### src/rtl/voice_alloc.sv
`default_nettype none
// ============================================================================
// Module      : voice_alloc
// Description : Four-voice polyphonic note allocator with retrigger, aging and
//               release tracking. Macro VOICE_STEAL_EN enables voice stealing.
// Revision    : 1.0 - initial release
// ============================================================================
module voice_alloc #(
    parameter int AGE_W = 6
) (
    input  logic        clk,
    input  logic        rst,
    input  logic [6:0]  note_num,
    input  logic [6:0]  note_vel,
    input  logic        note_on,
    input  logic        note_off,
    input  logic        all_off,
    input  logic [3:0]  env_idle,
    output logic [27:0] voice_note,
    output logic [27:0] voice_vel,
    output logic [3:0]  gate_on,
    output logic [3:0]  gate_off,
    output logic [3:0]  voice_busy,
    output logic        steal,
    output logic        drop
);

    localparam int         c_NV   = 4;
    localparam logic [1:0] c_FREE = 2'd0;
    localparam logic [1:0] c_HELD = 2'd1;
    localparam logic [1:0] c_REL  = 2'd2;

    logic [1:0]       r_state [c_NV];
    logic [6:0]       r_note  [c_NV];
    logic [6:0]       r_vel   [c_NV];
    logic [AGE_W-1:0] r_age   [c_NV];
    logic [3:0]       r_gate_on, r_gate_off, r_busy;
    logic             r_steal, r_drop;
    // Blocks strobes on the first edge after reset release.
    logic             r_run;

    logic             w_all, w_on, w_off;
    logic             w_hit, w_free_any, w_load, w_alloc, w_steal, w_drop;
    logic [1:0]       w_hit_idx, w_free_idx, w_sel;
    logic [1:0]       w_nstate [c_NV];
    logic [AGE_W-1:0] w_nage   [c_NV];
    logic [c_NV-1:0]  w_ld, w_gon, w_goff, w_busy;
`ifdef VOICE_STEAL_EN
    logic             w_rel_any, w_held_any;
    logic [1:0]       w_rel_idx, w_held_idx;
    logic [AGE_W-1:0] w_rel_age, w_held_age;
`endif

    always_comb begin
        w_all      = r_run && all_off;
        w_on       = r_run && !all_off && note_on && (note_vel != 7'd0);
        w_off      = r_run && !all_off && !w_on && (note_on || note_off);
        w_hit      = 1'b0;
        w_hit_idx  = '0;
        w_free_any = 1'b0;
        w_free_idx = '0;
        // Descending scan so the lowest index wins.
        for (int v = c_NV - 1; v >= 0; v--) begin
            if (r_state[v] != c_FREE && r_note[v] == note_num) begin
                w_hit     = 1'b1;
                w_hit_idx = 2'(v);
            end
            if (r_state[v] == c_FREE) begin
                w_free_any = 1'b1;
                w_free_idx = 2'(v);
            end
        end
`ifdef VOICE_STEAL_EN
        w_rel_any  = 1'b0;
        w_rel_idx  = '0;
        w_rel_age  = '0;
        w_held_any = 1'b0;
        w_held_idx = '0;
        w_held_age = '0;
        // Strictly-greater compare keeps the lowest index on equal ages.
        for (int v = 0; v < c_NV; v++) begin
            if (r_state[v] == c_REL && (!w_rel_any || r_age[v] > w_rel_age)) begin
                w_rel_any = 1'b1;
                w_rel_idx = 2'(v);
                w_rel_age = r_age[v];
            end
            if (r_state[v] == c_HELD && (!w_held_any || r_age[v] > w_held_age)) begin
                w_held_any = 1'b1;
                w_held_idx = 2'(v);
                w_held_age = r_age[v];
            end
        end
`endif
        w_load  = 1'b0;
        w_alloc = 1'b0;
        w_steal = 1'b0;
        w_drop  = 1'b0;
        w_sel   = '0;
        if (w_on) begin
            if (w_hit) begin
                w_load = 1'b1;
                w_sel  = w_hit_idx;
            end else if (w_free_any) begin
                w_load  = 1'b1;
                w_alloc = 1'b1;
                w_sel   = w_free_idx;
            end else begin
`ifdef VOICE_STEAL_EN
                w_load  = 1'b1;
                w_alloc = 1'b1;
                w_steal = 1'b1;
                w_sel   = w_rel_any ? w_rel_idx : w_held_idx;
`else
                w_drop  = 1'b1;
`endif
            end
        end
    end

    always_comb begin
        w_ld   = '0;
        w_gon  = '0;
        w_goff = '0;
        w_busy = '0;
        for (int v = 0; v < c_NV; v++) begin
            w_nstate[v] = r_state[v];
            w_nage[v]   = r_age[v];
            w_ld[v]     = w_load && (w_sel == 2'(v));
            if (w_ld[v]) begin
                w_nstate[v] = c_HELD;
                w_nage[v]   = '0;
                w_gon[v]    = 1'b1;
            end else begin
                if (w_alloc && r_state[v] != c_FREE && r_age[v] != {AGE_W{1'b1}})
                    w_nage[v] = r_age[v] + AGE_W'(1);
                case (r_state[v])
                    c_HELD: begin
                        if (w_all || (w_off && r_note[v] == note_num)) begin
                            w_nstate[v] = c_REL;
                            w_goff[v]   = 1'b1;
                        end
                    end
                    c_REL: begin
                        if (env_idle[v])
                            w_nstate[v] = c_FREE;
                    end
                    default: w_nstate[v] = r_state[v];
                endcase
            end
            w_busy[v] = (w_nstate[v] != c_FREE);
        end
    end

    always_ff @(posedge clk or negedge rst) begin
        if (!rst) begin
            r_run      <= 1'b0;
            r_gate_on  <= '0;
            r_gate_off <= '0;
            r_busy     <= '0;
            r_steal    <= 1'b0;
            r_drop     <= 1'b0;
            for (int v = 0; v < c_NV; v++) begin
                r_state[v] <= c_FREE;
                r_note[v]  <= '0;
                r_vel[v]   <= '0;
                r_age[v]   <= '0;
            end
        end else begin
            r_run      <= 1'b1;
            r_gate_on  <= w_gon;
            r_gate_off <= w_goff;
            r_busy     <= w_busy;
            r_steal    <= w_steal;
            r_drop     <= w_drop;
            for (int v = 0; v < c_NV; v++) begin
                r_state[v] <= w_nstate[v];
                r_age[v]   <= w_nage[v];
                if (w_ld[v]) begin
                    r_note[v] <= note_num;
                    r_vel[v]  <= note_vel;
                end
            end
        end
    end

    for (genvar g = 0; g < c_NV; g++) begin : g_voice_out
        assign voice_note[7*g +: 7] = r_note[g];
        assign voice_vel[7*g +: 7]  = r_vel[g];
    end

    assign gate_on    = r_gate_on;
    assign gate_off   = r_gate_off;
    assign voice_busy = r_busy;
    assign steal      = r_steal;
    assign drop       = r_drop;

endmodule
`default_nettype wire

### config.mk
export PLATFORM = sky130hd
export DESIGN_NAME = voice_alloc
export DESIGN_NICKNAME = d
export VERILOG_FILES = /design/src/rtl/voice_alloc.sv
export SDC_FILE = /design/constraint.sdc
export NUM_CORES = 1
export LEC_CHECK = 0
export ABC_AREA = 1
export BUFFER_PORTS_ARGS = -buffer_cell sky130_fd_sc_hd__buf_4
export CORE_UTILIZATION = 55
export CTS_BUF_LIST = sky130_fd_sc_hd__clkbuf_8
export CTS_CLUSTER_SIZE = 14
export DETAILED_ROUTE_END_ITERATION = 12
export GPL_TIMING_DRIVEN = 0
export PLACE_DENSITY = 0.86
export SKIP_LAST_GASP = 1
export SLEW_MARGIN = 25
export SYNTH_ARGS = -nofsm -noshare
export SYNTH_HDL_FRONTEND = slang
export SYNTH_SLANG_ARGS = --single-unit
export TNS_END_PERCENT = 50
### constraint.sdc
create_clock -name clk -period 2 [get_ports clk]
set_input_delay 0.4 -clock clk [delete_from_list [all_inputs] [get_ports clk]]
set_output_delay 0.4 -clock clk [all_outputs]
set_load 0.05 [all_outputs]
* Word-level counts from Yosys, hierarchy flattened
Cells that the tools add are included.
** Operators by class
- Equal/unequal tests :: 15
- Mux-type cells :: 57
- Reductions and logical operators :: 39
** Operator list (number)
- 2-to-1 mux 2 bit :: 23
- 2-to-1 mux 1 bit :: 30
- == test 7 bit :: 4
- logical AND 1 bit :: 18
- one-hot mux 2 bit (2 select lines) :: 4
- nonzero test 2 bit :: 8
- == test 2 bit, second input constant :: 6
- == test 2 x 1 -> 1 bit, second input constant :: 5
- logical NOT 2 bit :: 5
- nonzero test 7 bit :: 1
- logical OR 1 bit :: 5
- logical NOT 1 bit :: 2
** Word-level totals
- Register bits :: 78
- Input bits :: 23
- Output and inout bits :: 70
- Logic and storage cells :: 128

* Logic depth before layout (Yosys ltp)
Gate-level depths: netlist of the first run.
- Word-level depth :: 13
- Gate-level depth with buffers :: 16
- Mapped depth without buffers :: 14

* Least setup slack after synthesis of the first run
Ideal clock, no wire load.
- Kind :: reg2reg
- From :: reg r_note (netlist bit voice_note[26])
- To :: reg r_note (netlist bit voice_note[5])
- Library setup time :: 120 ps
- Arrival time :: 1902 ps
- Required time :: 1880 ps
- Path slack :: -21 ps
- Cell stages (with the launch flop) :: 15
- Path buffers :: 1
- Clock period less this slack :: 2021 ps
- Cells stage by stage :: dfrtp_1 > inv_1 > nand2_1 > nand2_1 > nand2_1 > nor2_1 > nand3_1 > nand2_2 > nor2_4 > nand2_2 > nand2_4 > nand3_4 > buf_2 > nand2_1 > nand2_1
** On the way
- Longest elaborated chain between the ends :: 10
- Elaborated cells between the ends (all ways) :: 16
- Those cells by class :: eq/ne: 1; mux: 12; reduce/logical: 3
** Ends and longest elaborated chain
- start, declared :: line 34 : logic [6:0] r_note [c_NV];
- start signal, assigned by index :: line 179 : r_note[v] <= note_num;
- == test 7 bit (*) :: line 64 : if (r_state[v] != c_FREE && r_note[v] == note_num) begin
- logical AND 1 bit (*) :: line 64
- 2-to-1 mux 2 bit / 2-to-1 mux 1 bit (equally long branches) (4 in a row) :: line 64
- 2-to-1 mux 2 bit :: line 100 : if (w_hit) begin
- 2-to-1 mux 2 bit :: line 99 : if (w_on) begin
- logical NOT 2 bit :: line 128 : w_ld[v] = w_load && (w_sel == 2'(v));
- logical AND 1 bit (*) :: line 128
Every way passes the cells marked *; elsewhere a longest branch is shown, timed or not.
A chain may end at the register's enable or synchronous reset.

==> metrics.md, run 1 <==
| Metric | Value |
|---|---|
| Post-synthesis simple-gate area fraction | `0.2969` |
| Row count | `30` |
| Die Wd | `87 um` |
| CP Cell Sequence | `xnor2_1 -> nand2_1 -> inv_1 -> nand2_1 -> nor2_2 -> a21oi_2 -> nor2_4 -> nand2_8 -> buf_12 -> nor2_8 -> clkbuf_16 -> nor2_1` |
| Crit start category | `flop` |
| Post-DR vias/cell | `5.416` |
| Largest family of logic cells by synthesized area | `simple AND/OR/NAND/NOR gates` |
| CP peak stage delay | `0.42 ns` |
| R2R depth | `12` |
| Placed Cells | `645` |
| Maximum root-to-sink buffer count | `2` |
| Setup Crit Path Kind | `reg2reg` |
| PD cells | `1401 nW/um^2` |
| Cells after Synth | `465` |
| Max-cap violations | `0` |
| Fmax | `499.0 MHz` |
| Hold_ws | `0.05172 ns` |
| Routed len/inst | `16.47 um` |
| Layout Nets | `616` |
| Sequential share of the synthesized area | `0.4912` |
| Initial antenna violation count | `0` |
| Yosys reg bits | `78` |
| CTS Buf Count | `9` |
| Pleak | `0.002905 uW` |
| Non-filler cells, final | `682` |
| Slowest cell on the critical path | `dfrtp_1` |
| I/O Pins | `93` |
| Clock root buffer master | `clkbuf_8` |
| Post-Syn Area | `3974 um^2` |
| Critical Path AT | `2.25 ns` |
| Status | `finished, violations left` |
| Family with the most delay on the worst path | `simple AND/OR/NAND/NOR gates` |
| Iter 0 DRT Violations | `269` |
| Synth warn | `0` |
| Top area cells in the synthesized netlist | `dfrtp_1 49%, nand2_1 17%, xnor2_1 4.4%` |
| Reg2reg start | `voice_note[7]` |
| Clock Pin Slew Worst Setup and Hold Paths | `0.09 ns` |
| Vias in the first global route | `3297` |
| Grt total ovfl | `0` |
| Skew final | `0.01099 ns` |
| CTS tree | `done` |
| Antenna diodes | `0` |
| Routed WL | `11230 um` |
| Post-DP HPWL | `6878 um` |
| Hold crit path type | `in2async` |
| Fin. Hold Viols | `0` |
| Starting density of the core | `0.5785` |
| Mux contribution to synthesized area | `0` |
| Setup TNS Final | `-0.004367 ns` |
| Worst r2r dst | `r_state[5]` |
| Critical Path End Type | `flop` |
| Area leader, netlist | `dfrtp_1` |
| Average cell area after synthesis | `8.546 um^2` |
| Die ar. | `7569 um^2` |
| Port Buffers | `84` |
| Routed Antenna Nets | `0` |
| Clk Latency, worst-skew pair | `0.37 ns` |
| DRC | `0` |
| Final period util | `1.002` |
| Fillers | `452` |
| Crit path required time | `2.25 ns` |
| RSZ-0062 raised after global routing | `true` |
| Routed via count | `3694` |
| Final WS setup | `-0.004034 ns` |
| Compound-cell area share of the yosys netlist | `0.03306` |
| Max-slew violations | `0` |
| Placer congestion estimate | `0.8449` |
| Largest net degree at the start of global routing | `79` |
| Post-Synth Adder-Cell Area | `0.03778` |
| Final Power | `7453 uW` |
| Syn_nets | `500` |
| Minimum clock period | `2.004 ns` |
| Hold bufs inserted after CTS | `0` |
| Slew margin rel. | `0.5336` |
| Most used cell, CP | `nand2_1` |
| H-Tree Level Count | `3` |
| Pre-CTS setup slack | `-0.1754 ns` |
| Core ar. | `6869 um^2` |
| First-pass GRT wire length | `15940 um` |
| Synth Area in XOR/XNOR | `0.05510` |
| Slew @ Worst Pin | `0.6996 ns` |
| Cell variety after synth | `31` |
| R2R Setup Slk | `-0.004 ns` |
| P&R area growth vs syn | `33.85%` |
| Clock Sink Count | `78` |
| Total GRT Usage | `0.2798` |
| Top cell type's share of synthesized area | `0.4912` |
| 1st-pass router iterations | `5` |
| Share of layout cells above drive strength 1 | `0.3345` |
| Chip height | `87 um` |
| Final setup fails | `2` |
| Crit Path Max Fanout | `7` |
| Failing checks | `negative setup slack` |
| Worst IR Drop VDD | `1.085 mV` |
| Critical path buffer and inverter count | `3` |
[synth_stat cells]
cell type  instances
a21boi_0           2
a21oi_1            5
a21oi_4            1
a22oi_1            1
a2bb2oi_1          1
buf_2              4
buf_4              6
buf_6             10
conb_1             2
dfrtp_1           78
ha_1              12
inv_1             35
inv_2              5
inv_4              1
nand2_1          182
nand2_2            6
nand2_4            2
nand2b_1           1
nand3_1           26
nand3_2            2
nand3_4            1
nand4_1           15
nor2_1            22
nor2_2             4
nor2_4             1
nor2_8             2
nor3_1             2
o21ai_0           10
o311ai_0           1
xnor2_1           20
xor2_1             5
[cells in the final DEF (no fill, tap or decap), drive strengths merged]
| master | count |
|---|---|
| nand2 | 191 |
| buf | 119 |
| dfrtp | 78 |
| inv | 45 |
| nand3 | 30 |
| nor2 | 29 |
| xnor2 | 20 |
| nand4 | 15 |
| clkbuf | 13 |
| ha | 12 |
| o21ai | 10 |
| a21oi | 6 |
| xor2 | 5 |
| nor3 | 2 |
| a21boi | 2 |
| conb | 2 |
| nand2b | 1 |
| o311ai | 1 |
| a22oi | 1 |
| a2bb2oi | 1 |
| clkinv | 1 |
| bufinv | 1 |
| clkinvlp | 1 |
[metal layers]
metal / vias up / global-route usage / wire length [um]
li1: 1676 / - / -
met4: 0 / 0.08636 / 374
met2: 204 / 0.4639 / 5498
met1: 1770 / 0.3476 / 4340
met3: 44 / 0.09289 / 1016
met5: - / 0 / 0
[layout make-up]
class,instances,area [um^2],area share
Sequential cell,78,1963,0.3691
Multi-Input combinational cell,328,1826,0.3432
Timing Repair Buffer,103,837.1,0.1574
Buffer,20,207.7,0.03905
Inverter,41,163.9,0.03082
Clock buffer,9,123.9,0.02329
Tap cell,96,120.1,0.02258
Clock inverter,7,77.57,0.01458
[power breakdown]
group | switching [uW] | internal, uW
Sequential | 389 | 2030
Combinational | 2560 | 1210
Clock | 663 | 592
Total | 3610 | 3840
[flip-flops by register name (all words and copies together) (netlist names)]
| register | flops |
|---|---|
| voice_busy | 4 |
| drop | 1 |
| r_run | 1 |
| voice_vel | 28 |
| voice_note | 28 |
| r_state | 8 |
| gate_on | 4 |
| gate_off | 4 |
[how the worst max path moves through the flow]
| stage | start | endpoint | slack, ns | cells past startpoint |
|---|---|---|---|---|
| detailed placement | note_vel[1] | voice_busy[0] | -0.18 | 10 |
| global placement | note_vel[5] | voice_busy[0] | -0.11 | 10 |
| global route | voice_note[10] | voice_vel[18] | -0.12 | 13 |
| CTS | r_state[4] | voice_busy[1] | -0.02 | 12 |
| finish | voice_note[7] | r_state[5] | -0.004 | 12 |
| floorplan | voice_note[5] | voice_vel[14] | 0.0007 | 13 |
[logic make-up (layout without fill, tap and decap cells)]
logic type      count (synthesis)  in the layout
compound gates                 21             21
xor+xnor                       25             25
fa+ha+maj                      12             12
buf+inv                        61            180
flops                          78             78
other cells                     2              2
simple gates                  266            268
[stage by stage]
stage / utilization / area, um^2
floorplan: - / 3984
global placement: 0.6893 / 4735
detailed placement: 0.6893 / 4735
CTS: 0.7215 / 4956
global route: 0.7743 / 5319
finish: 0.7743 / 5319
[what timing repair did]
action	CTS	global route
endpoints found under the setup margin	26	56
pin swaps	0	13
resized for setup	3	40
gates cloned	0	4
setup buffers	0	17
No activity file was read; power rests on OpenSTA's default activity.
==> run 2, diff against run 1 <==
--- a/config.mk
+++ b/config.mk
@@ -18,4 +18,3 @@
 export SYNTH_ARGS = -nofsm -noshare
 export SYNTH_HDL_FRONTEND = slang
 export SYNTH_SLANG_ARGS = --single-unit
-export TNS_END_PERCENT = 50
==> run 2 against run 1 <==
Critical path type unchanged. Wire length about the same. Via count down 0.30%. Critical endpoint unchanged. Highest routed layer unchanged. Combinational power about the same. Power down 0.14%. Sequential share of layout area unchanged. Global-route usage unchanged. The run still ends with negative setup slack left. Core utilization unchanged. Die area unchanged. Sequential cell count unchanged. Critical path depth unchanged. Largest power group unchanged. Final cell count unchanged. Count of clock-buffer cells in the layout unchanged.
==> metrics.md, run 2 (synthesis results as in run 1) <==
| Metric | Value |
|---|---|
| Pleak | `0.002905 uW (unchanged)` |
| Fmax | `496.4 MHz (was 499.0 MHz)` |
| Status | `finished, violations left (unchanged)` |
| P&R area growth vs syn | `33.85% (unchanged)` |
| Design Area, Final | `5319 um^2 (unchanged)` |
| PD cells | `1399 nW/um^2 (was 1401 nW/um^2)` |
| Clock power share | `0.168 (about the same)` |
| Max-slew violations | `0 (unchanged)` |
| Crit path required time | `2.25 ns (about the same)` |
| CTS Buf Count | `9 (unchanged)` |
| Clock Sink Count | `78 (unchanged)` |
| Slew margin rel. | `0.5385 (was 0.5336)` |
| RSZ-0062 raised after global routing | `true (unchanged)` |
| Clock root buffer master | `clkbuf_8 (unchanged)` |
| Slew @ Worst Pin | `0.6923 ns (was 0.6996 ns)` |
| Core ar. | `6869 um^2 (unchanged)` |
| Slowest cell on the critical path | `dfrtp_1 (unchanged)` |
| Fillers | `452 (unchanged)` |
| Iter 0 DRT Violations | `273 (was 269)` |
| Routed via count | `3683 (was 3694)` |
| Routed WL | `11240 um (was 11230 um)` |
| Total GRT Usage | `0.2798 (unchanged)` |
| CP Cell Sequence | `xnor2_1 -> nand2_1 -> inv_1 -> nand2_1 -> nor2_2 -> a21oi_2 -> nor2_4 -> nand2_8 -> buf_12 -> nor2_8 -> clkbuf_16 -> nor2_1 (unchanged)` |
| Grt total ovfl | `0 (unchanged)` |
| Final setup fails | `5 (was 2)` |
| CTS tree | `done (unchanged)` |
| Routed len/inst | `16.48 um (was 16.47 um)` |
| I/O Pins | `93 (unchanged)` |
| Critical Path AT | `2.26 ns (was 2.25 ns)` |
| Chip height | `87 um (unchanged)` |
| Skew final | `0.01110 ns (was 0.01099 ns)` |
| Post-DP HPWL | `6878 um (unchanged)` |
| Family with the most delay on the worst path | `simple AND/OR/NAND/NOR gates (unchanged)` |
| Share of layout cells above drive strength 1 | `0.3345 (unchanged)` |
| Combinational share of power | `0.507 (was 0.506)` |
| Critical Path End Type | `flop (unchanged)` |
| Worst IR Drop VDD | `1.083 mV (was 1.085 mV)` |
| Minimum clock period | `2.014 ns (was 2.004 ns)` |
| Starting density of the core | `0.5785 (unchanged)` |
| Placer congestion estimate | `0.8449 (unchanged)` |
| Critical path origin | `voice_note[7] (unchanged)` |
| Max-cap violations | `0 (unchanged)` |
| Most common library cell in the layout ignoring fill and taps | `nand2_1 (unchanged)` |
| Setup Crit Path Kind | `reg2reg (unchanged)` |
| P_int | `3840 uW (about the same)` |
| First-pass GRT wire length | `15940 um (unchanged)` |
| Crit start category | `flop (unchanged)` |
| Crit Path Max Fanout | `7 (unchanged)` |
| Critical path buffer and inverter count | `3 (unchanged)` |
| Net Sw Frac | `0.4841 (was 0.4848)` |
| Post-DR vias/cell | `5.400 (was 5.416)` |
| Die Wd | `87 um (unchanged)` |
| Area post-placement | `4735 um^2 (unchanged)` |
| Most frequent cells in the layout | `181 x nand2_1, 103 x buf_4, 69 x dfrtp_1 (unchanged)` |
| Failing checks | `negative setup slack (unchanged)` |
| Clock Pin Slew Worst Setup and Hold Paths | `0.09 ns (about the same)` |
| Row count | `30 (unchanged)` |
| Most used cell, CP | `nand2_1 (unchanged)` |
| H-Tree Level Count | `3 (unchanged)` |
| Antenna diodes | `0 (unchanged)` |
| 1st-pass router iterations | `5 (unchanged)` |
| Die ar. | `7569 um^2 (unchanged)` |
| Final period util | `1.007 (was 1.002)` |
| Hold crit path type | `in2async (unchanged)` |
| DRC | `0 (unchanged)` |
| Fin. Hold Viols | `0 (unchanged)` |
| Vias in the first global route | `3297 (unchanged)` |
| Reg2reg start | `voice_note[7] (unchanged)` |
| CP peak stage delay | `0.42 ns (about the same)` |
| Multi-input gate area | `1826 um^2 (unchanged)` |
| Port Buffers | `84 (unchanged)` |
| Reg area | `1963 um^2 (unchanged)` |
| Sequential Power Share | `0.325 (about the same)` |
| Final Power | `7443 uW (was 7453 uW)` |
| Routed Antenna Nets | `0 (unchanged)` |
| Clk Latency, worst-skew pair | `0.37 ns (about the same)` |
| Initial antenna violation count | `0 (unchanged)` |
| Layout Nets | `616 (unchanged)` |
| Hold bufs inserted after CTS | `0 (unchanged)` |
| Sw Pwr | `3604 uW (was 3613 uW)` |
| Largest net degree at the start of global routing | `79 (unchanged)` |
| Maximum root-to-sink buffer count | `2 (unchanged)` |
| Final WS setup | `-0.01431 ns (was -0.004034 ns)` |
## run 2: cell counts in the layout (fill, tap and decap cells not counted)
Identical to the previous run, type by type.
## run 2: repair_timing
| action | in CTS | in global routing |
|---|---|---|
| setup endpoints to repair | 26 | 56 |
| gates resized for setup | 3 | 40 |
| setup buffers | 0 | 17 |
| pin swaps | 0 | 13 |
| cloned | 0 | 4 |
## run 2: worst register-to-register path: cells and delay by family, from the launching register on
kind,cells,cell delay [ns]
and+or+nand+nor,7,0.81
DFF,1,0.42
xor gates and xnor gates,1,0.18
AOI/OAI and AO/OA,1,0.09
buffers and inverters,3,0.41
## run 2: stage by stage
step / cells / setup WS, ns / utilization / setup TNS (ns) / hold slack (ns)
CTS: 661 / -0.01547 / 0.7215 / -0.03051 / 0.2348
global placement: 645 / -0.1053 / 0.6893 / -3.076 / 0.4568
floorplan: 465 / 0.0006777 / - / 0 / 0.1044
detailed placement: 645 / -0.1754 / 0.6893 / -6.369 / 0.4603
global route: 682 / -0.1167 / 0.7743 / -4.074 / 0.1095
finish: 682 / -0.01431 / 0.7743 / -0.04335 / 0.05795
## run 2: worst paths after layout
path                       depth (start not counted)  slack [ns]              to
setup / recovery                                  12       -0.01      r_state[5]
hold / removal                                     1        0.06      r_state[3]
setup reg to reg                                  12       -0.01      r_state[5]
hold reg to reg                                    2        0.48   voice_vel[24]
max in group asynchronous                          1        1.44  voice_note[26]
min in group clk                                   3        0.28   voice_vel[12]
## run 2: final cells by class
| type | instances | share of cell area |
|---|---|---|
| flip-flops and latches | 78 | 0.3691 |
| multi-input cells | 328 | 0.3432 |
| repair buffers | 103 | 0.1574 |
| plain buffers | 20 | 0.03905 |
| inverters | 41 | 0.03082 |
| clock buffers | 9 | 0.02329 |
| well taps | 96 | 0.02258 |
| clock inverters | 7 | 0.01458 |
## run 2: power by group through the flow
stage | combinational [uW] | clock (uW) | sequential (uW)
2_1_floorplan | 1040 | 0 | 3750
3_3_place_gp | 3360 | 0 | 2390
3_5_place_dp | 3440 | 0 | 2400
4_1_cts | 3480 | 1230 | 2380
5_1_grt | 4020 | 1310 | 2460
6_report | 3770 | 1250 | 2420
## run 2: per-layer routing
| metal | part of all wire | track usage | up-vias |
|---|---|---|---|
| li1 | - | - | 1675 |
| met4 | 0.032 | 0.08636 | 0 |
| met2 | 0.49 | 0.4639 | 206 |
| met3 | 0.090 | 0.09289 | 39 |
| met5 | 0 | 0 | - |
| met1 | 0.39 | 0.3476 | 1763 |
